`src/rtl/proc_core.sv`:
```
// Small multi-cycle accumulator-free register machine: FETCH/DECODE/EXEC over an 8-entry register file.
// Define PROC_CORE_RETIRE_CNT_EN to build the saturating retired-instruction counter.
module proc_core #(
   parameter int DW = 16,
   parameter int AW = 8
) (
   input  logic          clk,
   input  logic          rst,
   input  logic          start,
   output logic          imem_req,
   output logic [AW-1:0] imem_addr,
   input  logic          imem_ack,
   input  logic [15:0]   imem_data,
   output logic [AW-1:0] pc,
   output logic          busy,
   output logic          halted,
   output logic [2:0]    flags,
   input  logic [2:0]    dbg_sel,
   output logic [DW-1:0] dbg_data,
   output logic [15:0]   retired
);

   localparam logic [2:0] S_IDLE   = 3'd0;
   localparam logic [2:0] S_FETCH  = 3'd1;
   localparam logic [2:0] S_DECODE = 3'd2;
   localparam logic [2:0] S_EXEC   = 3'd3;
   localparam logic [2:0] S_HALTED = 3'd4;

   localparam logic [3:0] OP_ADD  = 4'd1;
   localparam logic [3:0] OP_SUB  = 4'd2;
   localparam logic [3:0] OP_AND  = 4'd3;
   localparam logic [3:0] OP_OR   = 4'd4;
   localparam logic [3:0] OP_XOR  = 4'd5;
   localparam logic [3:0] OP_NOT  = 4'd6;
   localparam logic [3:0] OP_MOV  = 4'd7;
   localparam logic [3:0] OP_SHL  = 4'd8;
   localparam logic [3:0] OP_SHR  = 4'd9;
   localparam logic [3:0] OP_LDI  = 4'd10;
   localparam logic [3:0] OP_JMP  = 4'd11;
   localparam logic [3:0] OP_CMP  = 4'd12;
   localparam logic [3:0] OP_HALT = 4'd13;

   logic [2:0]    state;
   logic [15:0]   ir;
   logic [DW-1:0] regs [8];

   logic [1:0]    cond;
   logic [3:0]    op;
   logic [2:0]    rd;
   logic [2:0]    rs1;
   logic [2:0]    rs2;
   logic [6:0]    imm7;
   logic [3:0]    sh4;

   logic [DW-1:0] src_a;
   logic [DW-1:0] src_b;
   logic [DW:0]   sum;
   logic [DW-1:0] result;
   logic          carry;
   logic          wr_en;
   logic          flag_en;
   logic          cond_pass;
   logic          shift_out;
   logic [AW-1:0] pc_next;
   logic [AW-1:0] jmp_target;

   assign cond = ir[15:14];
   assign op   = ir[13:10];
   assign rd   = ir[9:7];
   assign rs1  = ir[6:4];
   assign rs2  = ir[3:1];
   assign imm7 = ir[6:0];
   assign sh4  = ir[3:0];

   assign imem_addr = pc;
   assign busy      = (state == S_FETCH) || (state == S_DECODE) || (state == S_EXEC);
   assign halted    = (state == S_HALTED);
   assign dbg_data  = regs[dbg_sel];

   assign src_a      = regs[rs1];
   assign src_b      = regs[rs2];
   assign sum        = {1'b0, src_a} + {1'b0, src_b};
   assign shift_out  = (32'(sh4) >= DW);
   assign pc_next    = pc + AW'(1);
   assign jmp_target = AW'(imm7);

   always_comb begin
      case (cond)
         2'd0:    cond_pass = 1'b1;
         2'd1:    cond_pass = flags[0];
         2'd2:    cond_pass = flags[1];
         default: cond_pass = flags[2];
      endcase
   end

   // Operands are read from the register file before the end-of-EXEC write, so rd==rs is safe.
   always_comb begin
      result  = '0;
      carry   = 1'b0;
      wr_en   = 1'b0;
      flag_en = 1'b0;
      case (op)
         OP_ADD: begin result = sum[DW-1:0]; carry = sum[DW]; wr_en = 1'b1; flag_en = 1'b1; end
         OP_SUB: begin result = src_a - src_b; carry = (src_a >= src_b); wr_en = 1'b1; flag_en = 1'b1; end
         OP_AND: begin result = src_a & src_b; wr_en = 1'b1; flag_en = 1'b1; end
         OP_OR:  begin result = src_a | src_b; wr_en = 1'b1; flag_en = 1'b1; end
         OP_XOR: begin result = src_a ^ src_b; wr_en = 1'b1; flag_en = 1'b1; end
         OP_NOT: begin result = ~src_a; wr_en = 1'b1; flag_en = 1'b1; end
         OP_MOV: begin result = src_a; wr_en = 1'b1; flag_en = 1'b1; end
         OP_SHL: begin result = shift_out ? '0 : (src_a << sh4); wr_en = 1'b1; flag_en = 1'b1; end
         OP_SHR: begin result = shift_out ? '0 : (src_a >> sh4); wr_en = 1'b1; flag_en = 1'b1; end
         OP_LDI: begin result = DW'(imm7); wr_en = 1'b1; end
         OP_CMP: begin result = src_a - src_b; carry = (src_a >= src_b); flag_en = 1'b1; end
         default: ;
      endcase
   end

   always_ff @(posedge clk) begin
      if (rst) begin
         state    <= S_IDLE;
         pc       <= '0;
         imem_req <= 1'b0;
         flags    <= '0;
         ir       <= '0;
         for (int i = 0; i < 8; i++) regs[i] <= '0;
      end else begin
         case (state)
            S_IDLE, S_HALTED: begin
               if (start) begin
                  state    <= S_FETCH;
                  pc       <= '0;
                  imem_req <= 1'b1;
               end
            end
            S_FETCH: begin
               if (imem_ack) begin
                  ir       <= imem_data;
                  imem_req <= 1'b0;
                  state    <= S_DECODE;
               end
            end
            S_DECODE: state <= S_EXEC;
            S_EXEC: begin
               state    <= S_FETCH;
               imem_req <= 1'b1;
               pc       <= pc_next;
               if (cond_pass) begin
                  if (wr_en) regs[rd] <= result;
                  if (flag_en) flags <= {carry, result[DW-1], (result == '0)};
                  if (op == OP_JMP) pc <= jmp_target;
                  if (op == OP_HALT) begin
                     state    <= S_HALTED;
                     imem_req <= 1'b0;
                  end
               end
            end
            default: begin
               state    <= S_IDLE;
               imem_req <= 1'b0;
            end
         endcase
      end
   end

`ifdef PROC_CORE_RETIRE_CNT_EN
   logic [15:0] retire_cnt;

   always_ff @(posedge clk) begin
      if (rst) begin
         retire_cnt <= '0;
      end else if ((state == S_EXEC) && cond_pass && (retire_cnt != 16'hFFFF)) begin
         retire_cnt <= retire_cnt + 16'd1;
      end
   end

   assign retired = retire_cnt;
`else
   assign retired = 16'h0000;
`endif

endmodule
```
`config.mk`:
```
export PLATFORM = sky130hd
export DESIGN_NAME = proc_core
export DESIGN_NICKNAME = d
export VERILOG_FILES = /design/src/rtl/proc_core.sv
export SDC_FILE = /design/constraint.sdc
export NUM_CORES = 1
export LEC_CHECK = 0
export ABC_CLOCK_PERIOD_IN_PS = 6600
export CAP_MARGIN = 20
export CELL_PAD_IN_SITES_DETAIL_PLACEMENT = 1
export CELL_PAD_IN_SITES_GLOBAL_PLACEMENT = 1
export CORE_ASPECT_RATIO = 0.9
export CORE_MARGIN = 4
export CORE_UTILIZATION = 45
export DETAILED_ROUTE_END_ITERATION = 10
export PLACE_DENSITY_LB_ADDON = 0.15
export RECOVER_POWER = 100
export SYNTH_ARGS = -nofsm -noshare
export SYNTH_HDL_FRONTEND = slang
export SYNTH_SLANG_ARGS = --single-unit
```
`constraint.sdc`:
```
create_clock -name clk -period 6.6 [get_ports clk]
set_input_delay 1.32 -clock clk [delete_from_list [all_inputs] [get_ports clk]]
set_output_delay 1.32 -clock clk [all_outputs]
set_load 0.02 [all_outputs]
```
After elaboration in Yosys (flattened, before gate mapping) --
Memories as Yosys holds them, arrays and structs flattened. A register that Yosys moved wholly into a read port is not among the register bits. Cells that the tools add are included.
Word-level totals: bits in registers 31, memory bits (writable) 128, bits of input ports 23, output and inout port bits 54, memories 1
Memory list:
- regs | depth 8, width 16, read ports 3, clocked after Yosys merged registers in 2, write ports 8, RTL line 45 | logic [DW-1:0] regs [8];
Cells by class: add/sub/neg operators 3, $lt $le $gt $ge 1, equality and inequality tests 21, shift-type cells 2, mux-type cells 33, bitwise gates (word level) 5, reductions and logical operators 16
Operators by type and width (count):
- $pmux W16 S10 | 1
- $mux W3 | 9
- $eq A4 B4 Y1 const B | 6
- $mux W8 | 3
- $reduce_or A10 Y1 | 2
- $add A16 B16 Y17 | 1
- $and A16 B16 Y16 | 1
- $eq A4 B3 Y1 const B | 4
- $ge A16 B16 Y1 | 1
- $logic_not A16 Y1 | 1
- $mux W16 | 1
- $not A16 Y16 | 1
- $or A16 B16 Y16 | 1
- $pmux W8 S2 | 1
- $reduce_or A16 Y1 | 1
- $shl A16 B4 Y16 | 1
- $shr A16 B4 Y16 | 1
- $sub A16 B16 Y16 | 1
- $xor A16 B16 Y16 | 1
- $mux W1 | 14
- $pmux W3 S4 | 1
- $add A8 B1 Y8 const B | 1
- $eq A4 B2 Y1 const B | 2
- $eq A3 B2 Y1 const B | 2
- 17 further kinds | 23

Logic depth before layout (Yosys ltp) --
depth in word-level cells 10, gate-level depth with buffers 20

Worst setup path before layout --
OpenSTA, ideal clock, no wires.
path kind flip-flop to flip-flop, start point register (tool-made name), end point register flags[0], setup time 60 ps, arrival 4503 ps, setup slack 2037 ps, cell stages (with the launch flop) 19, period minus slack after synthesis 4563 ps, path through dfxtp_1 -> clkbuf_1 -> buf_1 -> mux4_2 -> mux2i_1 -> inv_1 -> ha_1 -> fa_1 -> a211oi_1 -> or2_2 -> a21oi_1 -> xor2_1 -> a2111oi_0 -> and4b_1 -> clkbuf_1 -> and4_1 -> and4_1 -> nand4_1 -> nand2_1
RTL lines:
- to (signal assigned) | RTL line 149 | if (flag_en) flags <= {carry, result[DW-1], (result == '0)};
- to (decl) | RTL line 17 | output logic [2:0] flags,

Final worst setup path --
start point input port dbg_sel[0], end point output port dbg_data[13]
Between the ends: longest elaborated chain between the ends 1
Ends and longest elaborated chain:
- from (decl) | RTL line 18 | input logic [2:0] dbg_sel,
- $mem_v2 Z8 W16
- to (decl) | RTL line 19 | output logic [DW-1:0] dbg_data,
No other way between the ends.

==> reports/metrics.csv <==
stage;metric;value;unit
run_status;status;finished, violations left;
run_status;failing checks;capacitance limit, slew limit;
global_routing;initial antenna violation count;0;
sta;Final Hold Viols;0;
logic_synthesis;EDFF count, synth;128;
placed_design;Final HPWL DP;37780;um
global_routing;met2 Use GR;0.4707;
layout;fin nets;1459;
sta;final setup fails;0;
global_routing;first-pass GRT wire length;78530;um
critical_path;worst-path fanout max;19;
logic_synthesis;Post-Synthesis Cells;1392;
pwr;Leak;5.344;nW
critical_path;CP startpoint kind;input pin;
global_routing;largest net degree at the start of global routing;48;
critical_path;CP Class;in2out;
critical_path;Cell Chain, Critical Path;clkbuf_1, buf_4, mux4_2, mux2_2, dlygate4sd3_1;
clock_network;Clock transition at path regs;70;ps
logic_synthesis;Synth top area share;0.2798;
logic_synthesis;top-count cell post-synth;nor2_1;
clock_network;H-tree levels;4;
logic_synthesis;warning count from the yosys run;0;
pwr;Max VDD drop;0.1913;mV
die;Rows;60;
logic_synthesis;most used flip-flop cell after synthesis;edfxtp_1;
critical_path;crit-path max cell delay;1170;ps
logic_synthesis;Avg Inst Size Synth;9.870;um2
clock_network;CTS Hold Bufs;0;
layout;n_diodes;0;
placed_design;pre-CTS setup slack;1253;ps
logic_synthesis;number of synthesized register bits;165;
pwr;pwr/cell area;213.4;nW/um2
placed_design;input/output buffers;60;
route;DRC Markers;0;
sta;Post-Route Skew;20.69;ps
critical_path;crit path DAT;4480;ps
logic_synthesis;Commonest cells post-synth;199 x nor2_1, 128 x edfxtp_1, 103 x nand2_1;
die;die height;173.8;um
sta;post-layout min period;5801;ps
global_routing;vias in the first global route;12130;
sta;Worst Setup Slack, final;799.4;ps
route;Iter 0 DRT Violations;1447;
die;Top-Level Pins;77;
clock_network;setup bufs post-CTS;0;
global_routing;met1 usage;0.4476;
placed_design;Post-Place Cells;1767;
sta;Peak Freq;0.1724;GHz
die;die area;33400;um2
hold_path;Hold Crit Endpoint;ir[14];
clock_network;Clk Latency, worst-skew pair;460;ps
logic_synthesis;count of unique library cells instantiated by Yosys;93;
job;max-capacitance violation count;4;
clock_network;# clock sinks;165;
critical_path;Req. time, crit path;5280;ps
die;core area;30030;um2
die;Die W;192.2;um
global_routing;Most Crowded Layer GR;met2;
global_routing;GRT Overall Usage;0.3115;
layout;Area Overhead vs Synth;10.03;%
layout;FF/Latch Area;4591;um2
route;via count;12120;
global_routing;GRT overflow;0;
clock_network;cts repair resizes;0;
layout;Cell Count, Final, Fillers Out;1801;
layout;Fillers;3343;
critical_path;reg-to-reg endpoint;flags[0];
hold_path;worst hold path startpoint;ir[14];
sta;RSZ-0062 raised after global routing;no;
clock_network;CTS tree;built;
clock_network;clock tree buffer depth;2;
global_routing;met3 Track Usage GR;0.07874;
die;initial core utilization;0.4575;
clock_network;Num CTS Buffers;17;
hold_path;hold path cells;2;
placed_design;Placer Congestion;0.9862;
logic_synthesis;Synth async-reset ratio;0;
layout;layout cells sized above 1;0.1445;
sta;Least-Margin Pin Slew;1828;ps
route;routed len/inst;28.86;um
critical_path;CP Capture Type;output pin;
pwr;total power;3.225;mW
critical_path;r2r setup slk;850;ps
sta;Tcrit/Tclk final;0.8789;
logic_synthesis;synth top area cells;edfxtp_1 28%, mux4_2 15%, mux2i_1 5.8%, nor2_1 5.4%, dfxtp_1 5.4%;
critical_path;R2R cell count;16;
logic_synthesis;Yosys top cell by area;edfxtp_1;
critical_path;Slowest-stage cell, CP;clkbuf_1;
logic_synthesis;register area share after synthesis;0.3337;
sta;slew margin rel.;-0.2186;
sta;Max Slew Vio Count;89;
route;DR pass1 iterations;6;
sta;setup TNS;0;ps
clock_network;CTS Root Cell;clkbuf_16;
hold_path;worst min path class;reg2reg;
layout;post-layout util;0.5034;
layout;Multi-input gate area;8361;um2
route;wirelength, routed;51980;um
route;Final ANT Viol Nets;0;
route;DR vias/cell;6.732;
logic_synthesis;Synth Cell Area;13740;um2
cell usage in the layout, fill, tap and decap left out, types with 32 or more instances in the layout:
cell type      synthesis  layout
ha_1                  49      49
a22oi_1               32      32
dfxtp_1               37      34
mux4_2                89      89
dlygate4sd3_1          0      37
edfxtp_1             128     128
a21oi_1               74      74
o21ai_0               41      43
nand2_1              103     103
nor2_1               199     198
mux2i_1               79      79
inv_1                 46      47
worst max path at each step:
stage                   endpoint  slack, ps  cells past startpoint       start
floorplan               flags[0]       2040                     18   flip-flop
global placement        flags[0]       1300                     14   flip-flop
detailed placement      flags[0]       1250                     16   flip-flop
CTS                     flags[0]       1230                     16   flip-flop
global route            flags[0]        440                     16   flip-flop
finish              dbg_data[13]        800                      5  dbg_sel[0]
final cells by class:
type,instances,share of cell area
clock buffers,17,0.02814
clock inverters,15,0.01341
inverters,55,0.01366
multi-input cells,1050,0.5531
flip-flops and latches,165,0.3037
well taps,403,0.03336
repair buffers,96,0.05471
flip-flops by register name, summed over array words and instances (netlist names), named ones only:
register   flops
regs         128
imem_req       1
ir            16
state          3
imem_addr      8
flags          3
power breakdown:
group	total, mW	switching [mW]	internal (mW)
clock network	1.07	0.521	0.552
registers	1.20	0.0524	1.15
logic	0.949	0.607	0.342
cells by family (layout without fill, tap and decap cells):
kind of cell / count (synthesis) / count (layout) / synth area share
simple gates: 468 / 468 / 0.1624
compound gates: 318 / 318 / 0.1616
mux: 194 / 194 / 0.2297
buf+inv: 192 / 183 / 0.06302
flops: 165 / 165 / 0.3337
fa+ha+maj: 51 / 51 / 0.04754
xor+xnor: 3 / 3 / 0.001913
other cells: 1 / 16 / 0.0002729
worst max-delay path: cells and delay by family:
family                 cells  cell delay, ps
buffers and inverters      3            2310
muxes                      2             840
stage by stage:
step / hold WS, ps / cell area (um2)
after floorplan: 450.0 / 13800
after global placement: 464.7 / 14500
after detailed placement: 479.0 / 14550
after CTS: 492.0 / 15170
after global routing: 518.8 / 15120
final: 490.1 / 15120
layer usage:
metal / share of wire / routed length [um]
met5: 0.0014 / 73
met4: 0.025 / 1281
met3: 0.099 / 5140
met2: 0.46 / 23710
met1: 0.42 / 21780
Power figures use the tool's default switching activity.
